==> config.mk <==
export PLATFORM = sky130hd
export DESIGN_NAME = capture_ctrl
export DESIGN_NICKNAME = d
export VERILOG_FILES = /design/src/rtl/capture_ctrl.sv
export SDC_FILE = /design/constraint.sdc
export NUM_CORES = 1
export LEC_CHECK = 0
export ABC_AREA = 1
export CAP_MARGIN = 20
export CORE_ASPECT_RATIO = 1.5
export CORE_MARGIN = 1
export CORE_UTILIZATION = 42
export CTS_BUF_LIST = sky130_fd_sc_hd__clkbuf_4
export DETAILED_ROUTE_END_ITERATION = 6
export GPL_ROUTABILITY_DRIVEN = 0
export GPL_TIMING_DRIVEN = 1
export REMOVE_ABC_BUFFERS = 1
export SYNTH_ARGS = -nofsm -noshare
export SYNTH_HDL_FRONTEND = slang
export SYNTH_SLANG_ARGS = --single-unit
==> constraint.sdc <==
create_clock -name clk_i -period 2.1 [get_ports clk_i]
set_input_delay 0.42 -clock clk_i [delete_from_list [all_inputs] [get_ports clk_i]]
set_output_delay 0.42 -clock clk_i [all_outputs]
set_load 0.01 [all_outputs]
==> src/rtl/capture_ctrl.sv <==
// capture_ctrl: trigger-driven capture sequencer for the oscilloscope sample buffer.
// Keeps a programmable pre-trigger history in a circular RAM, then streams it out oldest-first.
//
// state | meaning
// IDLE  | waiting for arm
// FILL  | collecting the pre-trigger history, triggers ignored
// ARMED | circular writing, waiting for a qualified trigger sample
// POST  | writing the post-trigger remainder of the buffer
// READ  | streaming the capture out over valid/ready
module capture_ctrl #(
  parameter int DATA_WIDTH = 12,
  parameter int MEM_SIZE   = 256,
  parameter int ADDR_WIDTH = 8
) (
  input  logic                  clk_i,
  input  logic                  rst_i,
  input  logic                  arm_i,
  input  logic                  abort_i,
  input  logic                  sample_valid_i,
  input  logic                  trig_i,
  input  logic [ADDR_WIDTH-1:0] pre_trig_i,
  output logic                  ram_w_en_o,
  output logic [ADDR_WIDTH-1:0] ram_w_addr_o,
  output logic [ADDR_WIDTH-1:0] ram_r_addr_o,
  output logic                  rd_valid_o,
  input  logic                  rd_ready_i,
  output logic                  rd_last_o,
  output logic [ADDR_WIDTH-1:0] trig_addr_o,
  output logic                  busy_o,
  output logic                  done_o
);

  typedef enum logic [2:0] {IDLE, FILL, ARMED, POST, READ} state_t;

  localparam logic [ADDR_WIDTH-1:0] ADDR_MAX = ADDR_WIDTH'(MEM_SIZE - 1);
  localparam logic [ADDR_WIDTH:0]   DEPTH    = (ADDR_WIDTH + 1)'(MEM_SIZE);

  state_t state, state_d;

  logic [ADDR_WIDTH-1:0] wr_ptr, pre_q, fill_cnt, rd_cnt;
  logic [ADDR_WIDTH-1:0] pre_clamp, fill_cnt_inc;
  logic [ADDR_WIDTH:0]   post_cnt, post_cnt_inc, post_len;
  logic wr_state, do_arm, fill_ends, trig_hit, trig_ends, post_ends, rd_accept, rd_end;

  // DATA_WIDTH only documents the RAM word the addresses index; the clamp matters
  // only if the address field is wider than the buffer.
  if (MEM_SIZE < (1 << ADDR_WIDTH) && DATA_WIDTH > 0) begin : g_clamp
    assign pre_clamp = (pre_trig_i > ADDR_MAX) ? ADDR_MAX : pre_trig_i;
  end else begin : g_no_clamp
    assign pre_clamp = pre_trig_i;
  end

  always_comb begin
    fill_cnt_inc = fill_cnt + 1'b1;
    post_cnt_inc = post_cnt + 1'b1;
    post_len     = DEPTH - {1'b0, pre_q};
    wr_state     = (state == FILL) || (state == ARMED) || (state == POST);
    ram_w_en_o   = sample_valid_i && wr_state && !abort_i;
    do_arm       = (state == IDLE) && arm_i && !abort_i;
    fill_ends    = (state == FILL) && ram_w_en_o && (fill_cnt_inc == pre_q);
    trig_hit     = (state == ARMED) && ram_w_en_o && trig_i;
    trig_ends    = trig_hit && (post_len == (ADDR_WIDTH + 1)'(1));
    post_ends    = (state == POST) && ram_w_en_o && (post_cnt_inc == post_len);
    rd_accept    = (state == READ) && rd_ready_i && !abort_i;
    rd_end       = rd_accept && (rd_cnt == ADDR_MAX);

    state_d = state;
    case (state)
      IDLE:    if (arm_i) state_d = (pre_trig_i == '0) ? ARMED : FILL;
      FILL:    if (fill_ends) state_d = ARMED;
      ARMED:   if (trig_hit) state_d = trig_ends ? READ : POST;
      POST:    if (post_ends) state_d = READ;
      READ:    if (rd_end) state_d = IDLE;
      default: state_d = IDLE;
    endcase
    if (abort_i) state_d = IDLE;
  end

  assign ram_w_addr_o = wr_ptr;
  assign rd_valid_o   = (state == READ);
  assign rd_last_o    = (state == READ) && (rd_cnt == ADDR_MAX);
  assign busy_o       = (state != IDLE);

  always_ff @(posedge clk_i or posedge rst_i) begin
    if (rst_i) begin
      state        <= IDLE;
      wr_ptr       <= '0;
      pre_q        <= '0;
      fill_cnt     <= '0;
      post_cnt     <= '0;
      rd_cnt       <= '0;
      ram_r_addr_o <= '0;
      trig_addr_o  <= '0;
      done_o       <= 1'b0;
    end else begin
      state  <= state_d;
      done_o <= rd_end;

      if (do_arm) begin
        pre_q    <= pre_clamp;
        wr_ptr   <= '0;
        fill_cnt <= '0;
      end

      if (ram_w_en_o) wr_ptr <= wr_ptr + 1'b1;
      if ((state == FILL) && ram_w_en_o) fill_cnt <= fill_cnt_inc;

      // Trigger address comes from wr_ptr here: trig_addr_o is not yet updated.
      if (trig_hit) begin
        trig_addr_o <= wr_ptr;
        post_cnt    <= (ADDR_WIDTH + 1)'(1);
        if (trig_ends) begin
          ram_r_addr_o <= wr_ptr - pre_q;
          rd_cnt       <= '0;
        end
      end

      if ((state == POST) && ram_w_en_o) begin
        post_cnt <= post_cnt_inc;
        if (post_ends) begin
          ram_r_addr_o <= trig_addr_o - pre_q;
          rd_cnt       <= '0;
        end
      end

      if (rd_accept) begin
        ram_r_addr_o <= ram_r_addr_o + 1'b1;
        rd_cnt       <= rd_cnt + 1'b1;
      end
    end
  end

endmodule

==> flow_summary.toml <==
[status]
status = "finished, violations left"
violations = "setup timing"

[grt]
grt_pass1_wl_um = 19700
grt_max_degree = 62
antenna_found_initial = 0
grt_usage_pct = 23.0
gr-total-overflow = 0
grt_pass1_vias = 4158

[detailed_routing]
wire_per_inst_um = 14.3
finalWirelength_um = 12000
antenna_left = 0
drtIter0Drc = 203
firstDrtPassIters = 4
num_vias = 4310
vias_per_cell = 5.12
drc = 0

[synth]
synth_edf_count = 0
synthMuxAreaShare_pct = 0
synthArstFlopShare_pct = 100
synthSimpleGateAreaFrac_pct = 34.1
synthAdderAreaFrac_pct = 6.92
synth_area_um2 = 4370
synth.distinct_cells = 44
postSynthCellCount = 616
ys_ff_latch = 61
ys_warn_count = 0
synth_top_family_by_area = "simple AND/OR/NAND/NOR gates"
synth_compound_area_share_pct = 10.9
synthFlopType = "dfrtp_1"
synth_top_area_share_pct = 34.9
synth_seq_area_share_pct = 34.9
synth.avg_cell_area_um2 = 7.10
post_synth_xor_area_fraction_pct = 4.61
ys_top_cells_by_area = "dfrtp_1 (35%), nand2_1 (16%), inv_1 (6.8%)"
synth_top_area_cell = "dfrtp_1"

[floorplanning]
ios = 44
row_count = 45
fp.coreArea_um2 = 10100
fp.dieW_um = 85.3
initial_core_util_pct = 43.2
die_area_um2 = 10800
die-height_um = 127

[timing]
worst_pin_slew_ns = 0.435
fin_crit_sh_pct = 104
max_freq_mhz = 459
skew_ns = 0.00999
timing.final.max_slew_violations = 0
hold_slack_ns = 0.366
rsz0062_at_grt = "true"
setup_viol = 1
fin_crit_ns = 2.18
hold_violations = 0
relSlewSlack_pct = 70.7
worst_slack_ns = -0.0799

[setup_path]
cp_data_arrival_time_ns = 1.76
max_stage_delay_ns = 0.38
r2r_start = "post_cnt[1]$_DFFE_PP0P_"
path_max_fanout = 3
crit_top_cell = "nand2_4"
critPathRequiredTime_ns = 1.68
crit_slowest_cell = "dfrtp_1"
startpoint_type = "flop"
reg2reg_to = "state[0]$_DFFE_PP0P_"
rr_worst_depth = 14
critical_path.cell_chain = "ha_2 > nand2_2 > inv_2 > nand2_4 > nor2_4 > and3_4 > nand2_4 > nor2_1 > buf_2"
criticalPathCategory = "reg -> out"
endpoint_kind = "output port"
r2r_slack_ns = 0.08

[clock_network]
cts_buffer_depth = 2
cts_tree = "built"
cts_buffers = 9
clk_pin_slew_ns = 0.11
clk_latency_ns = 0.42
clock-root-buffer = "clkbuf_4"
htreeDepth = 3
cts_sinks = 61
cts_hold_buf = 0

[pwr]
irDropWorstVdd_uv = 625
p_leak_nw = 2.83
p_per_area_nw_per_um2 = 1150
p_total_w = 0.00656

[final_layout]
final_common_cell = "nand2_1"
syn2layout_area_growth_pct = 29.9
utilization_pct = 56.1
fill_cells = 950
antenna_cells = 0
mostFrequentLayoutCells = "nand2_1 (170), inv_1 (70), dfrtp_1 (55), buf_4 (52), nand3_1 (51)"
drive_gt1_share_pct = 22.5
nNetsFinal = 757
stdcell_area_um2 = 5680

[flow_run]
drv_cap = 0

[min_path]
hold_class = "in -> async"

[placed_design]
pre_cts_ws_ns = -0.139
dp_hpwl_um = 8940
io_buffers = 43
postPlaceCellArea_um2 = 5280
==> cell type report <==
class	count	area [um^2]	share of cell area, %
Timing Repair Buffer	98	863	15.2
Tap cell	117	146	2.58
Sequential cell	61	1530	27.0
Clock buffer	11	82.6	1.45
Inverter	88	333	5.86
Multi-Input combinational cell	461	2670	47.0
Clock inverter	5	51.3	0.903
==> per-layer routing <==
layer  GRT usage (%)  vias to the layer above  share of wire (%)
met1            28.5                     2036                 44
li1                -                     2207                  -
met5               0                        -                  0
met2            40.5                       54                 52
met4            7.16                        0                1.5
met3            3.94                       13                2.4
==> worst max-delay path by stage <==
stage / start / endpoint / cells past startpoint
CTS: rd_cnt[1]$_DFF_PP0_ / rd_last_o / 9
global placement: sample_valid_i / ram_w_en_o / 4
floorplan: pre_q[1]$_DFFE_PP0P_ / ram_r_addr_o[7]$_DFF_PP0_ / 14
detailed placement: rd_cnt[1]$_DFF_PP0_ / rd_last_o / 9
global route: rd_cnt[1]$_DFF_PP0_ / rd_last_o / 9
finish: rd_cnt[1]$_DFF_PP0_ / rd_last_o / 9
==> worst max-delay path, delay by kind of cell (launching register included) <==
| family | cells | cell delay, ns |
|---|---|---|
| adder cells (fa/ha/maj) | 1 | 0.19 |
| buffers and inverters | 2 | 0.21 |
| AND/OR/NAND/NOR | 6 | 0.55 |
| flip-flops | 1 | 0.38 |
==> where the power goes <==
| part | leakage, nW | internal, W | switching [W] |
|---|---|---|---|
| combinational | 1.96 | 0.00166 | 0.00217 |
| sequential | 0.793 | 0.00150 | 0.000388 |
| clock | 0.0743 | 0.000382 | 0.000449 |
| total | 2.83 | 0.00355 | 0.00301 |
==> sequential cells by signal, indices dropped and copies added, names as in the netlist <==
register	flops
done_o	1
fill_cnt	8
post_cnt	9
pre_q	8
ram_r_addr_o	8
ram_w_addr_o	8
rd_cnt	8
state	3
trig_addr_o	8
==> logic make-up (layout without fill, tap and decap cells) <==
family	after synthesis	count (layout)
AO/OA/AOI/OAI	84	84
XOR/XNOR	23	23
adder cells (fa/ha/maj)	23	23
buffers and inverters	95	202
flip-flops	61	61
AND/OR/NAND/NOR	330	331
==> timing repair <==
action	CTS	global route
buffers inserted	2	7
setup endpoints to repair	19	20
pin swaps	3	31
cloned	0	1
resized for setup	16	61
==> cells in the mapped netlist (4+ instances only) <==
cell type	count
xnor2_1	9
o21ai_1	5
ha_1	21
nand2_2	5
nor2_2	6
o22ai_1	11
nand4_1	10
inv_1	79
nor2_1	37
nand3_1	56
nor2_4	4
a21oi_1	21
nand2_1	190
o21ai_0	34
xor2_1	14
o31ai_1	4
dfrtp_1	61
inv_2	8
nor3_1	5
==> through the flow <==
step	TNS (ns)	std cells
floorplan	0	609
global placement	-1.19	815
detailed placement	-1.62	815
CTS	-0.127	833
global route	-0.349	841
finish	-0.0799	841
Note: power is estimated with default switching activity, not from simulation.
